==> src/rtl/por_sequencer.sv <==
// -----------------------------------------------------------------------------
// por_sequencer
//   Power-on / relock reset sequencer. Waits for a qualified PLL lock, counts
//   DELAY cycles, then releases NUM_CH active-high reset outputs one at a time,
//   STAGE_GAP cycles apart. Loss of lock or a software request re-asserts every
//   output and restarts the sequence. Lock losses are counted (saturating).
//
//   Optional build macro: POR_LOCK_FILTER_EN
//     defined   : lock_q rises only after LOCK_FILT consecutive high
//                 synchronized samples and drops on the first low sample.
//     undefined : lock_q is the synchronizer output; LOCK_FILT has no effect.
// -----------------------------------------------------------------------------
module por_sequencer #(
    parameter int DELAY     = 1023,
    parameter int CNT_W     = 10,
    parameter int NUM_CH    = 2,
    parameter int STAGE_GAP = 16,
    parameter int LOCK_FILT = 4
) (
    input  logic              clk,
    input  logic              rst_n,
    input  logic              pll_locked,
    input  logic              sw_rst_req,
    output logic [NUM_CH-1:0] rst_out,
    output logic              ready,
    output logic [7:0]        relock_cnt
);

    typedef enum logic [1:0] {
        WAIT_LOCK = 2'd0,
        COUNT     = 2'd1,
        STAGE     = 2'd2,
        RUN       = 2'd3
    } state_t;

    localparam int                IDX_W    = (NUM_CH > 1) ? $clog2(NUM_CH) : 1;
    localparam logic [CNT_W-1:0]  DELAY_L  = CNT_W'(DELAY);
    localparam logic [CNT_W-1:0]  GAP_L    = CNT_W'(STAGE_GAP);
    localparam logic [CNT_W-1:0]  CNT_ONE  = CNT_W'(1);
    localparam logic [IDX_W-1:0]  IDX_ONE  = IDX_W'(1);
    localparam logic [IDX_W-1:0]  LAST_IDX = IDX_W'(NUM_CH - 1);
    localparam logic [NUM_CH-1:0] ALL_ONES = {NUM_CH{1'b1}};

    // Elaboration-time parameter sanity checks
    if (NUM_CH < 1 || NUM_CH > 8) begin : g_bad_num_ch
        $error("por_sequencer: NUM_CH must be in 1..8");
    end
    if (STAGE_GAP < 1) begin : g_bad_gap
        $error("por_sequencer: STAGE_GAP must be >= 1");
    end
    if (LOCK_FILT < 1) begin : g_bad_filt
        $error("por_sequencer: LOCK_FILT must be >= 1");
    end
    if (CNT_W < 31 && (DELAY >= (1 << CNT_W) || STAGE_GAP >= (1 << CNT_W))) begin : g_bad_cnt_w
        $error("por_sequencer: DELAY and STAGE_GAP must fit in CNT_W bits");
    end

    // ------------------------------------------------------------------
    // Lock synchronizer and optional qualification filter
    // ------------------------------------------------------------------
    logic sync1_reg;
    logic sync2_reg;
    logic lock_q;

    // Two-flop synchronizer for the asynchronous PLL lock input
    always_ff @(posedge clk) begin
        if (!rst_n) begin
            sync1_reg <= 1'b0;
            sync2_reg <= 1'b0;
        end else begin
            sync1_reg <= pll_locked;
            sync2_reg <= sync1_reg;
        end
    end

`ifdef POR_LOCK_FILTER_EN
    localparam int               FILT_W    = $clog2(LOCK_FILT + 1);
    localparam logic [FILT_W-1:0] FILT_LAST = FILT_W'(LOCK_FILT - 1);
    localparam logic [FILT_W-1:0] FILT_ONE  = FILT_W'(1);

    logic [FILT_W-1:0] filt_cnt_reg;
    logic              lock_q_reg;

    // Count consecutive high samples; any low sample drops lock_q at once
    always_ff @(posedge clk) begin
        if (!rst_n) begin
            filt_cnt_reg <= '0;
            lock_q_reg   <= 1'b0;
        end else if (!sync2_reg) begin
            filt_cnt_reg <= '0;
            lock_q_reg   <= 1'b0;
        end else if (filt_cnt_reg == FILT_LAST) begin
            lock_q_reg   <= 1'b1;
        end else begin
            filt_cnt_reg <= filt_cnt_reg + FILT_ONE;
        end
    end

    assign lock_q = lock_q_reg;
`else
    assign lock_q = sync2_reg;
`endif

    // ------------------------------------------------------------------
    // Sequencer state
    // ------------------------------------------------------------------
    state_t            state_reg,   state_next;
    logic [CNT_W-1:0]  cnt_reg,     cnt_next;
    logic [IDX_W-1:0]  idx_reg,     idx_next;
    logic [NUM_CH-1:0] rst_out_reg, rst_out_next;
    logic              ready_reg,   ready_next;
    logic [7:0]        relock_reg,  relock_next;

    logic              active;
    logic              loss;
    logic              abort;
    logic              start;
    logic              cnt_done;
    logic              rel0;
    logic              rel_stage;
    logic              last_stage;
    logic [NUM_CH-1:0] stage_mask;

    // One-hot mask of the channel addressed by the stage index
    for (genvar gi = 0; gi < NUM_CH; gi++) begin : g_stage_mask
        assign stage_mask[gi] = (idx_reg == IDX_W'(gi));
    end

    // Shared event decode. The counter fires on the cycle it would reach
    // zero, so a load of N gives exactly N cycles in COUNT/STAGE.
    assign active     = (state_reg != WAIT_LOCK);
    assign loss       = active && !lock_q;
    assign abort      = active && (!lock_q || sw_rst_req);
    assign start      = (state_reg == WAIT_LOCK) && lock_q;
    assign cnt_done   = (cnt_reg <= CNT_ONE);
    assign rel0       = ((state_reg == COUNT) && !abort && cnt_done) ||
                        (start && (DELAY == 0));
    assign rel_stage  = (state_reg == STAGE) && !abort && cnt_done;
    assign last_stage = (idx_reg == LAST_IDX);

    // State register: FSM state, counters and all registered outputs
    always_ff @(posedge clk) begin
        if (!rst_n) begin
            state_reg   <= WAIT_LOCK;
            cnt_reg     <= '0;
            idx_reg     <= '0;
            rst_out_reg <= ALL_ONES;
            ready_reg   <= 1'b0;
            relock_reg  <= 8'd0;
        end else begin
            state_reg   <= state_next;
            cnt_reg     <= cnt_next;
            idx_reg     <= idx_next;
            rst_out_reg <= rst_out_next;
            ready_reg   <= ready_next;
            relock_reg  <= relock_next;
        end
    end

    // Next-state logic: lock loss / software restart beats everything
    always_comb begin
        state_next = state_reg;
        cnt_next   = cnt_reg;
        idx_next   = idx_reg;
        if (abort) begin
            state_next = WAIT_LOCK;
            cnt_next   = '0;
            idx_next   = '0;
        end else if (rel0) begin
            if (NUM_CH == 1) begin
                state_next = RUN;
                cnt_next   = '0;
                idx_next   = '0;
            end else begin
                state_next = STAGE;
                cnt_next   = GAP_L;
                idx_next   = IDX_ONE;
            end
        end else if (rel_stage) begin
            if (last_stage) begin
                state_next = RUN;
                cnt_next   = '0;
            end else begin
                idx_next   = idx_reg + IDX_ONE;
                cnt_next   = GAP_L;
            end
        end else begin
            case (state_reg)
                WAIT_LOCK: begin
                    if (start) begin
                        state_next = COUNT;
                        cnt_next   = DELAY_L;
                    end
                end
                COUNT, STAGE: cnt_next = cnt_reg - CNT_ONE;
                default:      cnt_next = cnt_reg;
            endcase
        end
    end

    // Output logic: next values for the registered resets, ready and counter
    always_comb begin
        rst_out_next = rst_out_reg;
        ready_next   = ready_reg;
        relock_next  = relock_reg;
        if (abort) begin
            rst_out_next = ALL_ONES;
            ready_next   = 1'b0;
            if (loss && relock_reg != 8'hFF) begin
                relock_next = relock_reg + 8'd1;
            end
        end else if (rel0) begin
            rst_out_next    = ALL_ONES;
            rst_out_next[0] = 1'b0;
            ready_next      = (NUM_CH == 1);
        end else if (rel_stage) begin
            rst_out_next = rst_out_reg & ~stage_mask;
            ready_next   = last_stage;
        end else if (state_reg == WAIT_LOCK) begin
            rst_out_next = ALL_ONES;
            ready_next   = 1'b0;
        end
    end

    assign rst_out    = rst_out_reg;
    assign ready      = ready_reg;
    assign relock_cnt = relock_reg;

endmodule

==> config.mk <==
export PLATFORM = sky130hd
export DESIGN_NAME = por_sequencer
export DESIGN_NICKNAME = d
export VERILOG_FILES = /design/src/rtl/por_sequencer.sv
export SDC_FILE = /design/constraint.sdc
export NUM_CORES = 1
export LEC_CHECK = 0
export BUFFER_PORTS_ARGS = -buffer_cell sky130_fd_sc_hd__buf_2
export CAP_MARGIN = 10
export CORE_MARGIN = 2
export CORE_UTILIZATION = 52
export DETAILED_ROUTE_END_ITERATION = 8
export MAX_ROUTING_LAYER = met4
export PLACE_DENSITY = 0.75
export SKIP_CTS_REPAIR_TIMING = 1
export SLEW_MARGIN = 10
export SYNTH_ARGS = -nofsm -noshare
export SYNTH_HDL_FRONTEND = slang
export SYNTH_SLANG_ARGS = --single-unit
==> constraint.sdc <==
create_clock -name clk -period 1.7 [get_ports clk]
set_input_delay 0.17 -clock clk [delete_from_list [all_inputs] [get_ports clk]]
set_output_delay 0.17 -clock clk [all_outputs]
set_load 0.01 [all_outputs]
==> run metrics, run 1 <==
run status complete, but fails checks; failing checks negative setup slack; final setup margin -0.0720 ns; Distinct cells, synth 45; fmax 0.564 GHz; GR Util met2 38.8%; final setup vio count 8; pin count of the biggest net entering global routing 17; CTS Root Cell clkbuf_4; Final GP Congestion 0.831; CTS buffer count 3; # IOs 15; Tmin final 1.77 ns; register area share after synthesis 36.5%; antenna violations before repair 0; GRT Total Usage 23.6%; DR pass1 iterations 4; syn_area_per_cell 8.34 um2; CP max stage cell or4b_4; fraction of registers with async set/reset 0%; Overflow after GRT 0; met3 Track Usage GR 2.76%; Pwr Total 0.00175 W; worst hold slack 0.0255 ns; Bufs and invs on worst path 1; initial DRC count 69; routing usage on met1 29.6%; Reg clk slew, reported paths 0.15 ns; full die area 0.00318 mm2; Core Region 0.00254 mm2; TritonCTS clock tree yes; first-pass GRT wire length 5.85 mm; crit path cell chain inv_2 -> ha_4 -> or4b_4 -> nor4_4 -> nand2b_4 -> a21oi_2 -> nor3_2; n_diodes 0; Via-to-Cell Ratio 5.83; Post-synth top cells dfxtp_1, nand2_1, a21oi_1, nand3_1, nor3_1; Hold WC Path Type in -> reg; dpl hpwl 2.55 mm; final WL 3.87 mm; worst-case vdd ir drop 0.728 mV; top-area cell type share of the netlist area 36.5%; leakage power 0.820 nW; Final period util 104%; Yosys reg bits 26; most common cell in the synthesized netlist dfxtp_1; delay-heaviest family, CP simple AND/OR/NAND/NOR gates; Slew @ Worst Pin 0.308 ns; Final Hold Viols 0; worst-path fanout max 3; main area contributors after synthesis dfxtp_1, ha_1, a21oi_1; Skew-Pair Late Insertion Delay 0.33 ns; vias in the first global route 1362; Max-slew headroom 79.4%; Yosys top cell by area dfxtp_1; Post-synth EDFFs 0; P&R area growth vs syn 39.1%; Max Root-Sink Buffers 2; max FFs per register 10; Slew Viols, Final 0; WS Path Type reg -> reg; DR WL/cell 15.7 um; NumNets Final 229; Worst Path Required 1.97 ns; Mapped Cells 171; Worst Clk Skew 0.0106 ns; Buffers on Ports 14; vias post-DR 1441; Initial Util 56.0%; DRT antenna net count 0; critical path capture point type register; clock sinks 26; crit path launch type register; syn nets 182; Main synth FF type dfxtp_1; CTS H-tree lvls 1; PwrDens 881 mW/mm2; worst path arrival time 2.04 ns; num rows 18; Die Width 56.4 um; layout cell share with drive strength beyond 1 42.4%; die height 56.4 um; GRT Max-Usage Layer met2; max cap viols 0; yosys warns 0; DRC viols 0; Synth Cell Area 0.00143 mm2; CP max stage delay 0.50 ns; RSZ-0062 raised after global routing yes
cell type report:
type | instances | area [um2]
Multi-Input combinational cell | 131 | 1020
Fill cell | 178 | 561
Sequential cell | 26 | 527
Timing Repair Buffer | 49 | 340
Tap cell | 30 | 37.5
Clock buffer | 4 | 36.3
Inverter | 7 | 26.3
cell usage in the layout (no fill, tap or decap), types with 3 or more instances in the layout:
master / instances
nor3_1: 6
a21oi_2: 8
nand2_1: 16
and2_1: 10
a31oi_1: 4
o21ai_0: 3
dfxtp_1: 21
inv_1: 5
a21oi_1: 9
nor2_1: 4
nand4_1: 6
nor4_4: 3
ha_2: 3
xnor2_1: 6
ha_1: 3
dfxtp_2: 5
buf_4: 33
nand3_1: 12
buf_2: 14
nor3_2: 4
clkbuf_4: 3
stage by stage:
stage | setup slack, ns | area [um2] | instances | setup TNS, ns | util [%]
after floorplan | 0.00402 | 1490 | 171 | 0 | -
after global placement | -0.00976 | 1780 | 240 | -0.00976 | 70.1
after detailed placement | -0.0506 | 1780 | 240 | -0.205 | 70.1
after CTS | -0.0744 | 1820 | 244 | -0.511 | 71.5
after global routing | -0.138 | 1980 | 247 | -1.46 | 78.0
final | -0.0720 | 1980 | 247 | -0.334 | 78.0
logic make-up after synthesis:
kind of cell | count (synthesis) | synth area share [%]
simple gates | 78 | 31.3
buf+inv | 14 | 4.30
xor+xnor | 8 | 4.91
mux | 1 | 0.702
fa+ha+maj | 7 | 6.14
flops | 26 | 36.5
compound gates | 37 | 16.1
path summary, 6_finish.rpt:
check                   from         end  slack [ns]  cells past startpoint
setup / recovery  cnt_reg[0]  cnt_reg[8]       -0.07                      7
hold / removal    pll_locked   sync1_reg        0.03                      2
setup reg to reg  cnt_reg[0]  cnt_reg[8]       -0.07                      7
hold reg to reg    sync1_reg      lock_q        0.45                      1
layer usage:
metal | vias up | share of wire (%)
met4 | 0 | 0.70
met1 | 698 | 44
met2 | 32 | 51
met5 | - | 0
li1 | 707 | -
met3 | 4 | 3.5
power breakdown:
group	switching, W	total, W	leakage, nW	internal [W]
Sequential	0.0000458	0.000703	0.214	0.000657
Clock	0.000196	0.000327	0.0210	0.000131
Combinational	0.000359	0.000719	0.585	0.000360
Total	0.000601	0.00175	0.820	0.00115
Note: power is estimated with default switching activity, not from simulation.
==> run 2: changes to the inputs <==
--- a/config.mk
+++ b/config.mk
@@ -7,13 +7,16 @@
 export LEC_CHECK = 0
 export BUFFER_PORTS_ARGS = -buffer_cell sky130_fd_sc_hd__buf_2
 export CAP_MARGIN = 10
+export CORE_ASPECT_RATIO = 0.8
 export CORE_MARGIN = 2
 export CORE_UTILIZATION = 52
 export DETAILED_ROUTE_END_ITERATION = 8
 export MAX_ROUTING_LAYER = met4
 export PLACE_DENSITY = 0.75
 export SKIP_CTS_REPAIR_TIMING = 1
+export SKIP_LAST_GASP = 1
 export SLEW_MARGIN = 10
 export SYNTH_ARGS = -nofsm -noshare
 export SYNTH_HDL_FRONTEND = slang
 export SYNTH_SLANG_ARGS = --single-unit
+export TNS_END_PERCENT = 20
==> run metrics, run 2 (synthesized netlist as in run 1, its figures left out) <==
RSZ-0062 raised after global routing yes; worst-case vdd ir drop 0.645 mV; most frequent cells in the layout buf_4, dfxtp_1, nand2_1, a21oi_1, buf_2; Worst Path Required 1.93 ns; full die area 0.00318 mm2; placed cell areas 0.00175 mm2; layout cell share with drive strength beyond 1 35.7%; max FFs per register 10; GR Util met2 40.3%; Overflow after GRT 0; Max Root-Sink Buffers 2; setup TNS -0.221 ns; Final Cell Area 0.00190 mm2; DRC viols 0; P&R area growth vs syn 33.5%; Tmin final 1.73 ns; TritonCTS clock tree yes; initial DRC count 155; worst path arrival time 1.96 ns; RR Startpoint cnt_reg[8]; Slew Viols, Final 0; Max-slew headroom 65.2%; failing checks negative setup slack; Final Hold Viols 0; antenna violations before repair 0; routing usage on met1 32.9%; CTS buffer count 3; final setup margin -0.0327 ns; final setup vio count 12; vias in the first global route 1321; Worst Clk Skew 0.00199 ns; CTS Root Cell clkbuf_4; first-pass GRT wire length 6.13 mm; GRT Max-Usage Layer met2; Buffers on Ports 14; GRT Total Usage 24.9%; fillers 181; DR WL/cell 15.4 um; Post-Layout Cell Count 249; DR pass1 iterations 4; vias post-DR 1453; Initial Util 56.5%; fmax 0.577 GHz; met3 Track Usage GR 5.29%; NumNets Final 225; Skew-Pair Late Insertion Delay 0.33 ns; DRT antenna net count 0; Slew @ Worst Pin 0.522 ns; # IOs 15; commonest non-fill, non-tap cell in the layout buf_4; die height 50.8 um; Die Width 62.6 um; Core Region 0.00252 mm2; worst-path fanout max 5; max cap viols 0; run status complete, but fails checks; clock sinks 26; CTS H-tree lvls 1; Via-to-Cell Ratio 5.84; Worst setup startpoint cnt_reg[8]; min-delay src pll_locked; Hold WC Path Type in -> reg; Pwr Total 0.00169 W; leakage power 0.770 nW; critical path capture point type register; PwrDens 886 mW/mm2; n_diodes 0; WS Path Type reg -> reg; dpl hpwl 2.76 mm; num rows 16; final WL 3.83 mm; crit path launch type register; Inst Count DP 244; Final period util 102%; pin count of the biggest net entering global routing 17; Placement Setup Slack -0.160 ns; Final GP Congestion 0.905; Reg clk slew, reported paths 0.14 ns
## run 2: cell types whose count changed in the layout (fill, tap and decap cells not counted), moves of 2 or more
cell / delta
ha_1: +3
dfxtp_2: -3
buf_4: -5
nor3_4: -2
ha_2: -3
nor3_1: +3
dfxtp_4: +2
a21oi_1: +5
a21oi_2: -5
## run 2: area by class of cell
cell class	instances	area (um2)	area share, %
clock buffers	4	36.3	1.91
inverters	7	26.3	1.38
multi-input cells	131	952	50.0
flip-flops and latches	26	531	27.9
well taps	36	45.0	2.37
repair buffers	45	314	16.5
## run 2: worst max-delay path, cell delays in order (launching register included)
cell	delay, ns
dfxtp_4	0.39
or4_4	0.58
nor2_4	0.15
nand4_4	0.13
buf_6	0.15
mux2i_1	0.14
a31oi_1	0.09
## run 2: power breakdown
group / total [W] / switching (W) / leakage (nW) / internal [W]
combinational: 0.000651 / 0.000335 / 0.535 / 0.000317
clock: 0.000325 / 0.000193 / 0.0210 / 0.000131
sequential: 0.000711 / 0.0000530 / 0.214 / 0.000658
## run 2: per-stage QoR
stage	util (%)	hold WS (ns)
5_1_grt	75.5	0.0592
3_5_place_dp	69.4	0.388
6_report	75.5	0.0430
4_1_cts	70.8	0.0477
3_3_place_gp	69.4	0.379
2_1_floorplan	-	0.297
## run 2: routing by layer
layer	wire, um	up-vias
met1	1620	687
met3	231	13
met4	70	0
met5	0	-
met2	1910	58
li1	-	695
## run 2: path summary, 6_finish.rpt
check / endpoint / slack, ns / cells past startpoint
setup / recovery: cnt_reg[4] / -0.03 / 6
hold / removal: sync1_reg / 0.04 / 2
setup reg to reg: cnt_reg[4] / -0.03 / 6
hold reg to reg: lock_q / 0.47 / 1
